===== config.mk =====
export PLATFORM = sky130hd
export DESIGN_NAME = key_highlight_sched
export DESIGN_NICKNAME = d
export VERILOG_FILES = /design/src/rtl/key_highlight_sched.sv
export SDC_FILE = /design/constraint.sdc
export NUM_CORES = 1
export LEC_CHECK = 0
export BUFFER_PORTS_ARGS = -buffer_cell sky130_fd_sc_hd__buf_2
export CAP_MARGIN = 20
export CORE_ASPECT_RATIO = 1.25
export CORE_MARGIN = 2
export CORE_UTILIZATION = 45
export DETAILED_ROUTE_END_ITERATION = 8
export PLACE_DENSITY = 0.78
export SLEW_MARGIN = 20
export SYNTH_ARGS = -nofsm -noshare
export SYNTH_HDL_FRONTEND = slang
export SYNTH_SLANG_ARGS = --single-unit

===== constraint.sdc =====
create_clock -name clk_lcd -period 2.2 [get_ports clk_lcd]
set_input_delay 0.44 -clock clk_lcd [delete_from_list [all_inputs] [get_ports clk_lcd]]
set_output_delay 0.44 -clock clk_lcd [all_outputs]
set_load 0.05 [all_outputs]

===== src/rtl/key_highlight_sched.sv =====
// Piano key highlight scheduler for the LCD overlay.
// Arbitrates key strikes from the keypad (port 0) and the playback sequencer (port 1) round-robin,
// holds at most one pending note, and applies it only at frame start so that no frame is drawn
// with a torn key. Each highlight stays lit for HOLD_FRAMES frames.
//
// Ports:
//   clk_lcd, rst_n          pixel clock, asynchronous active-low reset
//   hcount_reg, Vcount_reg  raster position from the LCD timing generator
//   req0/note0/ack0         keypad request, note and one-cycle accept pulse
//   req1/note1/ack1         sequencer request, note and one-cycle accept pulse
//   offset                  key rectangle x-offset (note * KEY_W)
//   rgb_en                  display output enable
//   busy                    a note is pending or a highlight is shown
//   bad_note                pulses with an ack whose note is out of range
module key_highlight_sched #(
  parameter int unsigned NUM_KEYS    = 8,
  parameter int unsigned KEY_W       = 58,
  parameter int unsigned NOTE_W      = 4,
  parameter int unsigned HOLD_FRAMES = 2
) (
  input  logic              clk_lcd,
  input  logic              rst_n,
  input  logic [9:0]        hcount_reg,
  input  logic [8:0]        Vcount_reg,
  input  logic              req0,
  input  logic [NOTE_W-1:0] note0,
  output logic              ack0,
  input  logic              req1,
  input  logic [NOTE_W-1:0] note1,
  output logic              ack1,
  output logic [9:0]        offset,
  output logic              rgb_en,
  output logic              busy,
  output logic              bad_note
);

  localparam int unsigned     CntW    = (HOLD_FRAMES > 1) ? $clog2(HOLD_FRAMES) : 1;
  localparam logic [CntW-1:0] CntLoad = CntW'(HOLD_FRAMES - 1);
  localparam logic [9:0]      KeyW    = 10'(KEY_W);

  typedef enum logic [0:0] {StIdle, StShow} state_e;

  state_e            state_q, state_d;
  logic [CntW-1:0]   cnt_q, cnt_d;
  logic [9:0]        offset_q, offset_d;
  logic              rgb_en_q, rgb_en_d;
  logic              pend_valid_q, pend_valid_d;
  logic [NOTE_W-1:0] pend_note_q, pend_note_d;
  logic              ack0_q, ack0_d, ack1_q, ack1_d;
  logic              bad_q, bad_d, busy_q, busy_d;
  logic              last1_q, last1_d;  // 1: port 1 was granted last, so port 0 is favoured
  logic              zero_q, tick_q;

  logic              zero_cmp, free, elig0, elig1, grant0, grant1, gbad;
  logic [NOTE_W-1:0] gnote;

  assign zero_cmp = (hcount_reg == 10'd0) && (Vcount_reg == 9'd0);

  always_comb begin
    state_d      = state_q;
    cnt_d        = cnt_q;
    offset_d     = offset_q;
    rgb_en_d     = rgb_en_q;
    pend_valid_d = pend_valid_q;
    pend_note_d  = pend_note_q;
    last1_d      = last1_q;

    // A tick frees the pending slot in the same edge, so a new note can land there without loss.
    free  = !pend_valid_q || tick_q;
    // A request still high while its ack is visible is the old request, not a new one.
    elig0 = req0 && !ack0_q;
    elig1 = req1 && !ack1_q;
    grant0 = free && elig0 && (!elig1 || last1_q);
    grant1 = free && elig1 && !grant0;
    gnote  = grant1 ? note1 : note0;
    gbad   = (grant0 || grant1) && (32'(gnote) >= NUM_KEYS);

    if (tick_q) begin
      if (pend_valid_q) begin
        offset_d     = 10'(pend_note_q) * KeyW;
        rgb_en_d     = 1'b1;
        cnt_d        = CntLoad;
        pend_valid_d = 1'b0;
        state_d      = StShow;
      end else if (state_q == StShow) begin
        if (cnt_q == '0) begin
          rgb_en_d = 1'b0;
          state_d  = StIdle;
        end else begin
          cnt_d = cnt_q - 1'b1;
        end
      end
    end

    if ((grant0 || grant1) && !gbad) begin
      pend_valid_d = 1'b1;
      pend_note_d  = gnote;
    end
    if (grant0) last1_d = 1'b0;
    if (grant1) last1_d = 1'b1;

    ack0_d = grant0;
    ack1_d = grant1;
    bad_d  = gbad;
    busy_d = pend_valid_d || (state_d == StShow);
  end

  always_ff @(posedge clk_lcd or negedge rst_n) begin
    if (!rst_n) begin
      state_q      <= StIdle;
      cnt_q        <= '0;
      offset_q     <= '0;
      rgb_en_q     <= 1'b0;
      pend_valid_q <= 1'b0;
      pend_note_q  <= '0;
      ack0_q       <= 1'b0;
      ack1_q       <= 1'b0;
      bad_q        <= 1'b0;
      busy_q       <= 1'b0;
      last1_q      <= 1'b1;
      zero_q       <= 1'b0;
      tick_q       <= 1'b0;
    end else begin
      state_q      <= state_d;
      cnt_q        <= cnt_d;
      offset_q     <= offset_d;
      rgb_en_q     <= rgb_en_d;
      pend_valid_q <= pend_valid_d;
      pend_note_q  <= pend_note_d;
      ack0_q       <= ack0_d;
      ack1_q       <= ack1_d;
      bad_q        <= bad_d;
      busy_q       <= busy_d;
      last1_q      <= last1_d;
      zero_q       <= zero_cmp;
      // Rising edge of the zero compare: one tick however long the counters sit at zero.
      tick_q       <= zero_cmp && !zero_q;
    end
  end

  assign ack0     = ack0_q;
  assign ack1     = ack1_q;
  assign offset   = offset_q;
  assign rgb_en   = rgb_en_q;
  assign busy     = busy_q;
  assign bad_note = bad_q;

endmodule


==> impl_metrics.json, run 1 <==
{
  "grt_setup_unrepaired": "true",
  "grt_max_degree": 25,
  "drive_above_1_share_pct": 44.0,
  "cts.sinks": 24,
  "fill_cells": 231,
  "violations": "negative setup slack",
  "crit_path_start_kind": "flop",
  "clock_path_buffers": 2,
  "final_antenna_net_count": 0,
  "r2r_cells": 9,
  "setup_violations": 3,
  "fp.coreArea_mm2": 0.00295,
  "hold_viol": 0,
  "clock_skew_ps": 9.26,
  "synth_cell_types": 36,
  "dr.pass1.iters": 4,
  "post_dp_cell_area_mm2": 0.00173,
  "yosysMostFrequentCell": "dfrtp_1",
  "hold_path.class": "input pin to async pin",
  "crit_fanout": 3,
  "synth.top_cells.by_area": "dfrtp_1 (42%), ha_1 (12%), fa_1 (5.8%)",
  "maxCapViolCount": 0,
  "grt_first_pass_wirelength_mm": 4.80,
  "wl_per_cell_um": 13.1,
  "worstReg2RegStart": "pend_note_q[1]",
  "die_w_um": 53.6,
  "cellLeakagePower_nw": 0.953,
  "postCtsHoldBufs": 0,
  "synth-seq-area-share_pct": 43.6,
  "num_rows": 22,
  "worst-setup-path-type": "flop to flop",
  "antenna_found_initial": 0,
  "r2r-end": "offset[8]",
  "io_buffers": 44,
  "dieArea_mm2": 0.00353,
  "pwr-share-comb_pct": 5.9,
  "cp_data_required_time_ps": 2450,
  "die_h_um": 65.9,
  "yosys_register_bits": 24,
  "power.density_mw_per_mm2": 449,
  "switchingPower_mw": 0.168,
  "p_clk_share_pct": 40.1,
  "grt_pass1_vias": 1169,
  "drt-total-wl_mm": 2.88,
  "nets": 233,
  "vias_per_cell": 5.18,
  "via_count": 1139,
  "track_usage_pct": 18.7,
  "worstPathArrival_ps": 2570,
  "overflow": 0,
  "rrSetupSlack_ps": -120,
  "synth_edf_count": 0,
  "synth_top_area_share_pct": 41.7,
  "numCtsBuffers": 3,
  "fin_crit_sh_pct": 105,
  "clk_pin_slew_ps": 140,
  "tightest_slew_ps": 644,
  "post-route-min-period_ps": 2320,
  "endpoint_kind": "flop",
  "setup_ws_ps": -118,
  "tns_ps": -181,
  "cts_tree": "built",
  "drt_iter0_drc": 42,
  "dpl.hpwl_mm": 2.18,
  "relSlewSlack_pct": 57.0,
  "p_int_mw": 0.650,
  "power_mw": 0.818,
  "synth_area_leader_cell": "dfrtp_1",
  "synth_area_mm2": 0.00138,
  "peakVddDrop_mv": 0.479,
  "htree_num_levels": 1,
  "start_util_pct": 46.9,
  "clockRootBuffer": "clkbuf_4",
  "fin_area_mm2": 0.00182,
  "async_flop_share_pct": 100,
  "ios": 46,
  "yosys-top-cells-count": "dfrtp_1 (23), nand2_1 (15), ha_1 (13)",
  "antennaDiodeCount": 0,
  "synth_warnings": 0,
  "netlist_instances": 127,
  "routabilityCongestion": 0.770,
  "switching_share_pct": 20.6,
  "syn_to_final_growth_pct": 32.0,
  "clock_latency_ps": 330,
  "seqPwrFrac_pct": 53.9,
  "fmax_mhz": 431,
  "syn-num-nets": 175,
  "status": "finished, violations left",
  "syn_area_per_cell_um2": 10.9,
  "synthFlopType": "dfrtp_1",
  "drcViolationCount": 0,
  "slew_violations": 0
}
==> worst max-delay path by stage <==
stage	startpoint	endpoint	slack, ps	cells after the start
6_report	pend_note_q[1]	offset[8]	-120	9
5_1_grt	pend_note_q[1]	offset[8]	-220	9
4_1_cts	pend_note_q[1]	offset[8]	-110	8
3_5_place_dp	pend_note_q[2]	offset[8]	-50	8
3_3_place_gp	pend_note_q[2]	offset[8]	-10	8
2_1_floorplan	pend_note_q[2]	offset[8]	-4	8
==> repair_timing <==
| item | 4_1_cts | 5_1_grt |
|---|---|---|
| pin swaps | 3 | 1 |
| endpoints found under the setup margin | 3 | 4 |
| resized for setup | 2 | 4 |
| buffers inserted | 2 | 1 |
==> layout make-up <==
type	instances	area, µm²	share of cell area, %
Clock buffer	3	22.5	1.24
Clock inverter	1	30.0	1.65
Tap cell	36	45.0	2.47
Timing Repair Buffer	56	310	17.0
Sequential cell	24	602	33.0
Inverter	12	45.0	2.47
Multi-Input combinational cell	88	768	42.1
==> registers in the layout, indices dropped and copies added (netlist names) <==
signal        flops
ack1              1
ack0              1
state_q           1
rgb_en            1
cnt_q             1
last1_q           1
pend_valid_q      1
bad_note          1
tick_q            1
zero_q            1
pend_note_q       4
offset            9
busy              1
==> power by group through the flow <==
stage / logic, mW / registers [mW] / clock network (mW)
2_1_floorplan: 0.0147 / 0.450 / 0
3_3_place_gp: 0.0473 / 0.450 / 0
3_5_place_dp: 0.0498 / 0.450 / 0
4_1_cts: 0.0498 / 0.441 / 0.331
5_1_grt: 0.0557 / 0.442 / 0.350
6_report: 0.0487 / 0.441 / 0.328
==> critical path: stages (launching register included) <==
cell	delay, ps
dfrtp_1	410
inv_2	60
fa_1	550
inv_2	50
ha_4	260
ha_4	190
nor2b_4	120
o21a_1	190
o21a_1	190
o31ai_2	200
==> metrics by stage <==
stage | setup slack, ps | hold slack (ps) | util [%] | cells
after floorplan | -3.52 | 144 | - | 127
after global placement | -14.6 | 400 | 58.6 | 213
after detailed placement | -52.0 | 397 | 58.6 | 213
after CTS | -112 | 74.4 | 61.0 | 219
after global routing | -221 | 94.3 | 61.9 | 220
final | -118 | 48.8 | 61.9 | 220
==> logic make-up (layout without fill, tap and decap cells) <==
logic type	after synthesis	count (layout)	synth area share (%)
other cells	1	1	0.271
compound gates	19	19	9.69
buf+inv	15	72	4.35
flops	24	24	43.6
xor+xnor	2	2	1.27
fa+ha+maj	17	17	17.6
mux	9	9	7.25
simple gates	40	40	16.0
==> cells in the final DEF (no fill, tap or decap), drive strengths merged <==
cell type / n
mux2i: 4
nor2b: 2
dfstp: 1
nand3b: 4
a221oi: 1
nand2: 15
a22o: 1
nor4: 5
nor3: 3
buf: 56
fa: 4
bufinv: 1
o211ai: 1
nor3b: 2
nand4b: 1
xor2: 2
conb: 1
or2: 1
o21a: 2
inv: 12
a21boi: 1
o31ai: 1
ha: 13
nand3: 2
o21ai: 8
nor2: 2
o21bai: 1
clkbuf: 3
a211oi: 1
or2b: 1
a21oi: 1
mux2: 5
dfrtp: 23
or3: 1
a21o: 1
or4b: 1
==> metal layers <==
layer / track usage (%) / share of wire [%]
met1: 20.1 / 39
met2: 34.4 / 55
met3: 2.49 / 3.4
met4: 8.97 / 2.2
met5: 0 / 0
Power figures use the tool's default switching activity.
==> run 2: changes to the inputs <==
- BUFFER_PORTS_ARGS: -buffer_cell sky130_fd_sc_hd__buf_2 -> not set
- CORE_UTILIZATION: 45 -> 55
- DONT_BUFFER_PORTS: not set -> 1
- PLACE_DENSITY: 0.78 -> 0.76
==> impl_metrics.json, run 2 (synthesis gave the netlist of run 1 again) <==
{
  "path_cells": "buf_4 -> ha_4 -> ha_4 -> ha_4 -> inv_1 -> fa_2 -> nor2b_4 -> o21a_1 -> nor3_1 -> o31ai_1",
  "drcViolationCount": 0,
  "fp.coreArea_mm2": 0.00240,
  "antennaDiodeCount": 0,
  "cts.sinks": 24,
  "num_rows": 20,
  "cp_data_required_time_ps": 2420,
  "dieArea_mm2": 0.00293,
  "nets": 193,
  "switching_share_pct": 19.0,
  "dp.cells": 167,
  "critPathSlowestCell": "dfrtp_1",
  "drive_above_1_share_pct": 31.9,
  "fin_crit_sh_pct": 105,
  "fin_util_pct": 69.7,
  "crit_fanout": 3,
  "largest_reg_flops": 9,
  "seqPwrFrac_pct": 56.6,
  "drt-total-wl_mm": 2.73,
  "clk_pin_slew_ps": 140,
  "worst-setup-path-type": "flop to flop",
  "clock_skew_ps": 8.88,
  "io_buffers": 0,
  "cp_top_family": "adder cells",
  "crit_path_start_kind": "flop",
  "clock_path_buffers": 2,
  "final_antenna_net_count": 0,
  "hold_path.class": "input pin to async pin",
  "overflow": 0,
  "critPathBufInv": 2,
  "hold_viol": 0,
  "maxCapViolCount": 0,
  "tightest_slew_ps": 638,
  "cellLeakagePower_nw": 0.777,
  "dpl.hpwl_mm": 2.04,
  "drt_iter0_drc": 11,
  "setup_violations": 4,
  "fmax_mhz": 432,
  "setup_ws_ps": -112,
  "violations": "negative setup slack",
  "routabilityCongestion": 0.770,
  "pwr-share-comb_pct": 3.0,
  "cp_num_cells": 10,
  "switchingPower_mw": 0.148,
  "wl_per_cell_um": 15.4,
  "vias_per_cell": 5.47,
  "ios": 46,
  "hold_ws_ps": 72.5,
  "layout_common_cells": "dfrtp_1 (22), nand2_1 (15), buf_4 (13), ha_1 (8), inv_1 (7)",
  "grt_setup_unrepaired": "true",
  "status": "finished, violations left",
  "clock_latency_ps": 310,
  "track_usage_pct": 18.3,
  "grt_first_pass_wirelength_mm": 4.00,
  "cts_tree": "built",
  "final_common_cell": "dfrtp_1",
  "grt_max_degree": 25,
  "peakVddDrop_mv": 0.395,
  "post_dp_cell_area_mm2": 0.00151,
  "syn_to_final_growth_pct": 21.3,
  "via_count": 969,
  "clockRootBuffer": "clkbuf_4",
  "relSlewSlack_pct": 57.4,
  "fin_area_mm2": 0.00168,
  "antenna_found_initial": 0,
  "cp_common_cell": "ha_4",
  "dr.pass1.iters": 4,
  "r2r_cells": 10,
  "die_w_um": 48.8,
  "power.density_mw_per_mm2": 466,
  "grt_pass1_vias": 902,
  "start_util_pct": 57.5,
  "worstPathArrival_ps": 2530,
  "p_int_mw": 0.632,
  "slew_violations": 0,
  "numCtsBuffers": 3,
  "cpPeakStageDelay_ps": 430,
  "endpoint_kind": "flop",
  "die_h_um": 60.0,
  "post-route-min-period_ps": 2310,
  "final_cells": 177,
  "htree_num_levels": 1,
  "p_clk_share_pct": 40.5
}
==> run 2: repair_timing <==
item | 4_1_cts | 5_1_grt
gates resized for setup | 2 | 13
setup buffers | 3 | 2
hold buffers | 1 | 0
pin swaps | 6 | 3
setup endpoints to repair | 3 | 4
hold endpoints to repair | 24 | 0
==> run 2: worst paths after layout <==
path                           startpoint             end  slack, ps
max                        pend_note_q[1]       offset[8]       -110
min reg2reg                        zero_q          tick_q        410
max reg2reg                pend_note_q[1]       offset[8]       -110
min in group clk_lcd             note1[3]        bad_note        250
min                                 rst_n          rgb_en         70
max in group asynchronous           rst_n  pend_note_q[3]       1760
==> run 2: metal layers <==
layer  part of all wire, %  global-route usage [%]
met5                     0                       0
met4                   1.5                    8.57
met3                   3.6                    3.00
met2                    55                    31.3
met1                    40                    22.9
==> run 2: layout make-up <==
type	instances	area, µm²
clock buffers	3	22.5
fillers	197	727
flip-flops and latches	24	603
clock inverters	1	30.0
well taps	33	41.3
inverters	12	45.0
multi-input cells	88	808
repair buffers	16	125
==> run 2: power by group through the flow <==
stage / sequential, mW / clock (mW) / combinational, mW
after floorplan: 0.450 / 0 / 0.0147
after global placement: 0.450 / 0 / 0.0141
after detailed placement: 0.450 / 0 / 0.0144
after CTS: 0.441 / 0.322 / 0.0241
after global routing: 0.442 / 0.347 / 0.0260
final: 0.441 / 0.316 / 0.0230
==> run 2: through the flow <==
step,setup WS [ps],TNS (ps),power [mW]
4_1_cts,-93.2,-144,0.787
2_1_floorplan,-3.52,-3.52,0.465
5_1_grt,-183,-575,0.815
6_report,-112,-187,0.780
3_3_place_gp,-16.8,-29.1,0.464
3_5_place_dp,-108,-193,0.464
